[src/rtl/pll_mode_sequencer.sv]
// PLL mode sequencer: debounces a video-profile request, drives the
// write_from_rom / reconfig handshake of the PLL reconfig controller,
// recovers a stuck controller, waits for lock and holds the core clock
// domain in reset while the PLL is not running the selected profile.
module pll_mode_sequencer #(
    parameter int unsigned SETTLE_CYCLES = 1024,  // request stable time before a switch
    parameter int unsigned BUSY_TIMEOUT  = 1000,  // per-phase busy wait limit (>= 2)
    parameter int unsigned LOCK_TIMEOUT  = 50000, // lock wait limit after reconfig
    parameter int unsigned LOCK_STABLE   = 16,    // consecutive locked cycles for lock
    parameter int unsigned MAX_RETRIES   = 3      // aborted attempts before error (1..7)
) (
    input  logic       clk_i,
    input  logic       reset_n,
    input  logic [1:0] mode_req,
    input  logic       busy,
    input  logic       locked,
    output logic [1:0] rom_sel,
    output logic       write_from_rom,
    output logic       reconfig,
    output logic       reconfig_reset,
    output logic       core_hold,
    output logic [1:0] active_mode,
    output logic       error
);

    localparam logic [2:0] S_IDLE      = 3'd0;
    localparam logic [2:0] S_SETTLE    = 3'd1;
    localparam logic [2:0] S_LOAD      = 3'd2;
    localparam logic [2:0] S_LOAD_WAIT = 3'd3;
    localparam logic [2:0] S_START     = 3'd4;
    localparam logic [2:0] S_RUN       = 3'd5;
    localparam logic [2:0] S_LOCK      = 3'd6;
    localparam logic [2:0] S_ABORT     = 3'd7;

    localparam int unsigned CW = $clog2(LOCK_STABLE + 1);

    localparam logic [15:0]   SETTLE_LOAD = 16'(SETTLE_CYCLES - 1);
    localparam logic [15:0]   BUSY_LOAD   = 16'(BUSY_TIMEOUT);
    localparam logic [15:0]   LOCK_LOAD   = 16'(LOCK_TIMEOUT);
    // busy is only trusted once the timer has dropped two below its load value,
    // giving the controller time to raise busy after our registered pulse.
    localparam logic [15:0]   BUSY_CHECK  = 16'(BUSY_TIMEOUT - 2);
    localparam logic [CW-1:0] LOCK_LAST   = CW'(LOCK_STABLE - 1);
    localparam logic [2:0]    RETRY_LIMIT = 3'(MAX_RETRIES);

    // Synchronised copies of the asynchronous inputs
    logic [1:0] mode_meta, mode_s;
    logic       locked_meta, locked_s;

    // Current state
    logic [2:0]    state;
    logic [15:0]   timer;
    logic [1:0]    target;
    logic [2:0]    retries;
    logic [CW-1:0] lock_cnt;

    // Next-state values
    logic [2:0]    state_d;
    logic [15:0]   timer_d;
    logic [1:0]    target_d;
    logic [1:0]    rom_sel_d;
    logic [1:0]    active_d;
    logic          error_d;
    logic [2:0]    retries_d;
    logic [CW-1:0] lock_cnt_d;
    logic          wfr_d;
    logic          rcfg_d;
    logic          rr_d;
    logic          hold_d;

    // Two-flop synchronisers for mode_req and locked
    always_ff @(posedge clk_i or negedge reset_n) begin
        if (!reset_n) begin
            mode_meta   <= 2'd0;
            mode_s      <= 2'd0;
            locked_meta <= 1'b0;
            locked_s    <= 1'b0;
        end else begin
            // NOTE: non-blocking assignments make every flop sample the old value,
            // so the two synchroniser stages stay two distinct registers.
            mode_meta   <= mode_req;
            mode_s      <= mode_meta;
            locked_meta <= locked;
            locked_s    <= locked_meta;
        end
    end

    // Sequencer next-state, timer and output decode
    always_comb begin
        // NOTE: every variable gets a default first so no path leaves it
        // unassigned, which would otherwise infer a latch.
        state_d    = state;
        timer_d    = timer;
        target_d   = target;
        rom_sel_d  = rom_sel;
        active_d   = active_mode;
        error_d    = error;
        retries_d  = retries;
        lock_cnt_d = '0;
        wfr_d      = 1'b0;
        rcfg_d     = 1'b0;
        rr_d       = 1'b0;

        case (state)
            S_IDLE: begin
                // A failed target is not retried until the request moves on.
                if (mode_s != active_mode && !(error && mode_s == target)) begin
                    target_d = mode_s;
                    error_d  = 1'b0;
                    timer_d  = SETTLE_LOAD;
                    state_d  = S_SETTLE;
                end
            end
            S_SETTLE: begin
                if (mode_s != target) begin
                    target_d = mode_s;
                    timer_d  = SETTLE_LOAD;
                end else if (timer == 16'd0) begin
                    if (target == active_mode) begin
                        state_d = S_IDLE;
                    end else begin
                        rom_sel_d = target;
                        retries_d = 3'd0;
                        state_d   = S_LOAD;
                    end
                end else begin
                    timer_d = timer - 16'd1;
                end
            end
            S_LOAD: begin
                if (!busy) begin
                    wfr_d   = 1'b1;
                    timer_d = BUSY_LOAD;
                    state_d = S_LOAD_WAIT;
                end
            end
            S_LOAD_WAIT: begin
                if (timer <= BUSY_CHECK && !busy) begin
                    state_d = S_START;
                end else if (timer == 16'd0) begin
                    state_d = S_ABORT;
                end else begin
                    timer_d = timer - 16'd1;
                end
            end
            S_START: begin
                rcfg_d  = 1'b1;
                timer_d = BUSY_LOAD;
                state_d = S_RUN;
            end
            S_RUN: begin
                if (timer <= BUSY_CHECK && !busy) begin
                    timer_d = LOCK_LOAD;
                    state_d = S_LOCK;
                end else if (timer == 16'd0) begin
                    state_d = S_ABORT;
                end else begin
                    timer_d = timer - 16'd1;
                end
            end
            S_LOCK: begin
                if (locked_s && lock_cnt == LOCK_LAST) begin
                    active_d  = target;
                    retries_d = 3'd0;
                    state_d   = S_IDLE;
                end else begin
                    lock_cnt_d = locked_s ? lock_cnt + 1'b1 : '0;
                    if (timer == 16'd0) begin
                        state_d = S_ABORT;
                    end else begin
                        timer_d = timer - 16'd1;
                    end
                end
            end
            S_ABORT: begin
                rr_d      = 1'b1;
                retries_d = retries + 3'd1;
                if (retries + 3'd1 == RETRY_LIMIT) begin
                    error_d = 1'b1;
                    state_d = S_IDLE;
                end else begin
                    state_d = S_LOAD;
                end
            end
            default: state_d = S_IDLE;
        endcase

        // Core is released only while idle/settling on a locked PLL; after a
        // failure the old profile keeps running, so the core is let go.
        if (state_d == S_IDLE || state_d == S_SETTLE) begin
            hold_d = !error_d && !locked_s;
        end else begin
            hold_d = 1'b1;
        end
    end

    // Sequencer state and registered outputs
    always_ff @(posedge clk_i or negedge reset_n) begin
        if (!reset_n) begin
            state          <= S_LOCK;
            timer          <= LOCK_LOAD;
            target         <= 2'd0;
            retries        <= 3'd0;
            lock_cnt       <= '0;
            rom_sel        <= 2'd0;
            active_mode    <= 2'd0;
            error          <= 1'b0;
            write_from_rom <= 1'b0;
            reconfig       <= 1'b0;
            reconfig_reset <= 1'b0;
            core_hold      <= 1'b1;
        end else begin
            state          <= state_d;
            timer          <= timer_d;
            target         <= target_d;
            retries        <= retries_d;
            lock_cnt       <= lock_cnt_d;
            rom_sel        <= rom_sel_d;
            active_mode    <= active_d;
            error          <= error_d;
            write_from_rom <= wfr_d;
            reconfig       <= rcfg_d;
            reconfig_reset <= rr_d;
            core_hold      <= hold_d;
        end
    end

endmodule

[config.mk]
export PLATFORM = sky130hd
export DESIGN_NAME = pll_mode_sequencer
export DESIGN_NICKNAME = d
export VERILOG_FILES = /design/src/rtl/pll_mode_sequencer.sv
export SDC_FILE = /design/constraint.sdc
export NUM_CORES = 1
export LEC_CHECK = 0
export BUFFER_PORTS_ARGS = -buffer_cell sky130_fd_sc_hd__buf_2
export CORE_MARGIN = 2
export CORE_UTILIZATION = 40
export DETAILED_ROUTE_END_ITERATION = 10
export SYNTH_ARGS = -nofsm -noshare
export SYNTH_HDL_FRONTEND = slang
export SYNTH_SLANG_ARGS = --single-unit
[constraint.sdc]
create_clock -name clk_i -period 6.63 [get_ports clk_i]
set_input_delay 1.326 -clock clk_i [delete_from_list [all_inputs] [get_ports clk_i]]
set_output_delay 1.326 -clock clk_i [all_outputs]
set_load 0.01 [all_outputs]
==> flow_summary.html <==
<table>
<tr><th>Metric</th><th>Value</th></tr>
<tr><th colspan="2">Setup path</th></tr>
<tr><td>Classification of the worst setup path</td><td>reg -&gt; reg</td></tr>
<tr><td>Largest fanout on the critical path</td><td>25</td></tr>
<tr><td>Kind of end point of the critical path</td><td>flop</td></tr>
<tr><td>Setup crit start kind</td><td>flop</td></tr>
<tr><td>Required time at the endpoint of the critical path</td><td>6.82 ns</td></tr>
<tr><td>Worst endpoint data arrival time</td><td>around 3.2 ns</td></tr>
<tr><th colspan="2">Timing</th></tr>
<tr><td>Share of the clock period used by the worst path</td><td>0.454</td></tr>
<tr><td>Post-Route Setup TNS</td><td>0 ns</td></tr>
<tr><td>Worst slew margin relative to its limit</td><td>0.328</td></tr>
<tr><td>Final number of max-transition violations</td><td>0</td></tr>
<tr><td>FMAX</td><td>approximately 330 MHz</td></tr>
<tr><td>Measured slew at the worst slew-check pin</td><td>0.999 ns</td></tr>
<tr><td>Finish-stage setup viols</td><td>0</td></tr>
<tr><td>Minimum period implied by the final worst setup slack</td><td>approximately 3.0 ns</td></tr>
<tr><td>Number of hold violations in the final report</td><td>0</td></tr>
<tr><td>Clk_skew</td><td>~0.0029 ns</td></tr>
<tr><td>Unrepaired setup endpoints after global routing</td><td>false</td></tr>
<tr><td>Final worst hold slack</td><td>0.352 ns</td></tr>
<tr><th colspan="2">Finish</th></tr>
<tr><td>Final-stage net count</td><td>281</td></tr>
<tr><td>Layout fillers</td><td>about 560</td></tr>
<tr><td>Share of post-route cells with drive strength above 1</td><td>0.170</td></tr>
<tr><td>Layout-stage area growth over the synthesis result</td><td>7.91%</td></tr>
<tr><td>Total inserted antenna cells</td><td>0</td></tr>
<tr><td>Layout Cell Area excl Fill</td><td>2650 um2</td></tr>
<tr><th colspan="2">Clock tree</th></tr>
<tr><td>CTS resizes</td><td>0</td></tr>
<tr><td>Number of buffers created by CTS</td><td>5</td></tr>
<tr><td>TritonCTS sink count</td><td>44</td></tr>
<tr><td>H-tree Lvls</td><td>2</td></tr>
<tr><td>Setup Buffers After CTS</td><td>0</td></tr>
<tr><td>Clock buffer depth</td><td>2</td></tr>
<tr><td>Insertion delay to the later sink of the worst-skew pair</td><td>a little under 0.3 ns</td></tr>
<tr><td>Clock root cell</td><td>sky130_fd_sc_hd__clkbuf_8</td></tr>
<tr><td>Hold buffers post-CTS</td><td>0</td></tr>
<tr><td>TritonCTS clock tree</td><td>yes</td></tr>
<tr><td>Clock transition at path regs</td><td>roughly 0.080 ns</td></tr>
<tr><th colspan="2">Place</th></tr>
<tr><td>Placed wire-length estimate after detailed placement</td><td>between 3000 and 4000 um</td></tr>
<tr><td>Cell area reported after detailed placement</td><td>about 2600 um2</td></tr>
<tr><td>Gp weighted congestion</td><td>approximately 0.86</td></tr>
<tr><td>Input/output buffers</td><td>14</td></tr>
<tr><th colspan="2">Routing</th></tr>
<tr><td>TritonRoute pass-1 iters</td><td>4</td></tr>
<tr><td>Avg Vias per Cell</td><td>5.70</td></tr>
<tr><td>Number of DRC violations after detailed routing</td><td>0</td></tr>
<tr><td>Total via count in the routed design</td><td>1,967</td></tr>
<tr><td>Wire length per cell</td><td>around 15 um</td></tr>
<tr><td>1st-iter DRT viols</td><td>about 90</td></tr>
<tr><td>Detailed-route wire length</td><td>5350 um</td></tr>
<tr><td>Antenna-violating nets left</td><td>0</td></tr>
<tr><th colspan="2">Synth</th></tr>
<tr><td>Post-synth EDFFs</td><td>0</td></tr>
<tr><td>Number of distinct library cell variants in the gate-level netlist after synthesis</td><td>59</td></tr>
<tr><td>Post-synthesis cell type with the largest combined area</td><td>sky130_fd_sc_hd__dfrtp_1</td></tr>
<tr><td>Share of synthesized area spent on multiplexers</td><td>0.0322</td></tr>
<tr><td>Fraction of registers with async set or reset after synthesis</td><td>1.00</td></tr>
<tr><td>Synthesized net count</td><td>270</td></tr>
<tr><td>Synth Register Bits</td><td>44</td></tr>
<tr><td>Ranking of synthesized cells by area</td><td>sky130_fd_sc_hd__dfrtp_1 36%, sky130_fd_sc_hd__dfstp_2 9.6%, sky130_fd_sc_hd__o21ai_0 4.3%</td></tr>
<tr><td>Syn Inst Count</td><td>258</td></tr>
<tr><td>Post-synthesis share of cell area spent on xor and xnor gates</td><td>0.0286</td></tr>
<tr><td>Fraction of post-synthesis cell area in the top cell type by area</td><td>0.357</td></tr>
<tr><td>Share of the synthesized area in compound gates (AO/OA/AOI/OAI)</td><td>0.217</td></tr>
<tr><td>Avg Cell Area, Syn</td><td>between 9 and 10 um2</td></tr>
<tr><td>Main combinational cell family by area after synthesis</td><td>compound AO/OA/AOI/OAI gates</td></tr>
<tr><td>Proportion of synthesized chip area in sequential cells</td><td>0.454</td></tr>
<tr><td>Number of warnings printed during yosys synthesis</td><td>0</td></tr>
<tr><td>Post-synthesis adder-cell area fraction</td><td>0.0306</td></tr>
<tr><td>Most common flop cell mapped by yosys</td><td>sky130_fd_sc_hd__dfrtp_1</td></tr>
<tr><td>Synthesized area</td><td>between 2000 and 2500 um2</td></tr>
<tr><td>Simple-gate share of the synthesized area</td><td>0.203</td></tr>
<tr><th colspan="2">Floorplanning</th></tr>
<tr><td>Area of the die</td><td>approximately 6800 um2</td></tr>
<tr><td>Floorplan die height</td><td>slightly above 80 um</td></tr>
<tr><td>Floorplan core area</td><td>approximately 5900 um2</td></tr>
<tr><td>Initial cell density of the core</td><td>0.414</td></tr>
<tr><td>I/O Pins</td><td>15</td></tr>
<tr><td>Core Rows</td><td>28</td></tr>
<tr><td>Width of the die</td><td>approximately 80 um</td></tr>
<tr><th colspan="2">Global routing</th></tr>
<tr><td>Maximum number of pins on one net before global-route repair</td><td>45</td></tr>
<tr><td>Wire length of the first global-routing pass</td><td>about 9000 um</td></tr>
<tr><td>GRT Overall Usage</td><td>0.174</td></tr>
<tr><td>Total overflow reported by the global router</td><td>0</td></tr>
<tr><td>Number of antenna violations at the first check in global routing</td><td>0</td></tr>
<tr><td>Vias in the first global route</td><td>1,881</td></tr>
<tr><th colspan="2">Outcome</th></tr>
<tr><td>Result of the run</td><td>finished clean</td></tr>
<tr><th colspan="2">Worst hold path</th></tr>
<tr><td>Class of the worst hold path</td><td>reg -&gt; reg</td></tr>
<tr><th colspan="2">Power</th></tr>
<tr><td>Power per Cell Area</td><td>327 nW/um2</td></tr>
<tr><td>Overall power</td><td>roughly 0.87 mW</td></tr>
<tr><td>Leak Pwr</td><td>between 1 and 1.5 nW</td></tr>
<tr><td>Worst vdd ir</td><td>approximately 0.00017 V</td></tr>
<tr><th colspan="2">Job</th></tr>
<tr><td>Max-capacitance violation count</td><td>0</td></tr>
</table>
## state kept, by name (all words and copies together) (netlist names)
signal	count
active_mode	2
core_hold	1
error	1
lock_cnt	5
locked_meta	1
locked_s	1
mode_meta	2
mode_s	2
reconfig	1
reconfig_reset	1
retries	3
rom_sel	2
state	3
target	2
timer	16
write_from_rom	1
## layer usage
metal  vias up  track usage  share of wire
met3        11       0.0370          0.038
met1       940        0.225           0.47
met4         0       0.0633          0.019
met5         -            0              0
met2        42        0.288           0.47
li1        974            -              -
## through the flow
stage | utilization | setup WS [ns] | instances
global placement | 0.433 | 3.51 | 337
CTS | 0.447 | 3.64 | 345
global route | 0.447 | 3.43 | 345
finish | 0.447 | 3.62 | 345
floorplan | - | 3.90 | 258
detailed placement | 0.433 | 3.44 | 337
## power by group
group | switching [mW] | internal [mW] | total [mW]
logic | 0.183 | 0.141 | 0.325
clock network | 0.0889 | 0.0741 | 0.163
registers | 0.0589 | 0.319 | 0.378
total | 0.331 | 0.534 | 0.865
## cells in the final DEF, fill, tap and decap left out, types with 5 or more instances in the layout
master / count
sky130_fd_sc_hd__a21oi_1: 13
sky130_fd_sc_hd__dfrtp_1: 35
sky130_fd_sc_hd__clkbuf_8: 5
sky130_fd_sc_hd__ha_1: 6
sky130_fd_sc_hd__nor2_1: 23
sky130_fd_sc_hd__nand3_1: 6
sky130_fd_sc_hd__mux2_2: 7
sky130_fd_sc_hd__nand2_1: 22
sky130_fd_sc_hd__nor3_1: 11
sky130_fd_sc_hd__o21ai_0: 21
sky130_fd_sc_hd__dfstp_2: 9
sky130_fd_sc_hd__a31oi_1: 7
sky130_fd_sc_hd__xnor2_1: 6
sky130_fd_sc_hd__inv_1: 9
sky130_fd_sc_hd__buf_2: 14
## cell families (layout without fill, tap and decap cells)
| kind of cell | count (synthesis) | after routing |
|---|---|---|
| adders and majority gates | 6 | 6 |
| and+or+nand+nor | 96 | 96 |
| xor gates and xnor gates | 8 | 8 |
| DFF | 44 | 44 |
| muxes | 7 | 7 |
| AOI/OAI and AO/OA | 78 | 78 |
| buffers and inverters | 19 | 31 |
## worst max-delay path, cell delays in order (launching register included)
cell and delay [ns]:
sky130_fd_sc_hd__dfrtp_1 0.39, sky130_fd_sc_hd__inv_1 0.09, sky130_fd_sc_hd__ha_1 0.19, sky130_fd_sc_hd__nand3b_1 0.15, sky130_fd_sc_hd__a211oi_1 0.59, sky130_fd_sc_hd__nor2_1 0.28, sky130_fd_sc_hd__a221o_2 0.58, sky130_fd_sc_hd__or3_1 0.43
sky130_fd_sc_hd__o22a_1 0.20
## final timing paths
path / cells past startpoint / endpoint / slack [ns] / start
worst max-delay path: 8 / timer[0] / 3.62 / timer[0]
worst min-delay path: 0 / mode_s[1] / 0.35 / mode_meta[1]
worst max register to register: 8 / timer[0] / 3.62 / timer[0]
worst min register to register: 0 / mode_s[1] / 0.35 / mode_meta[1]
max in group asynchronous: 1 / target[1] / 4.86 / reset_n
min in group asynchronous: 1 / timer[3] / 1.18 / reset_n
## cell usage after synthesis, drive strengths merged, types with 2 or more instances
cell type / number
a211oi: 2
a21boi: 3
a21o: 2
a21oi: 13
a221o: 2
a31oi: 7
a41oi: 2
and2: 4
and3: 2
buf: 4
clkbuf: 6
dfrtp: 35
dfstp: 9
ha: 6
inv: 9
mux2: 7
nand2: 22
nand2b: 4
nand3: 6
nand3b: 2
nand4: 2
nor2: 23
nor2b: 3
nor3: 11
nor4: 3
o21a: 2
o21ai: 22
o21bai: 3
o22a: 3
o2bb2ai: 2
o31ai: 2
or2: 2
or3: 5
or4: 3
xnor2: 6
xor2: 2
## cell type report
type / count / area [um2] / area share
well taps: 75 / 93.8 / 0.0355
repair buffers: 14 / 70.1 / 0.0265
multi-input cells: 195 / 1250 / 0.474
inverters: 9 / 33.8 / 0.0128
clock inverters: 1 / 5.00 / 0.00189
clock buffers: 7 / 76.3 / 0.0289
flip-flops and latches: 44 / 1110 / 0.421
Note: power is estimated with default switching activity, not from simulation.
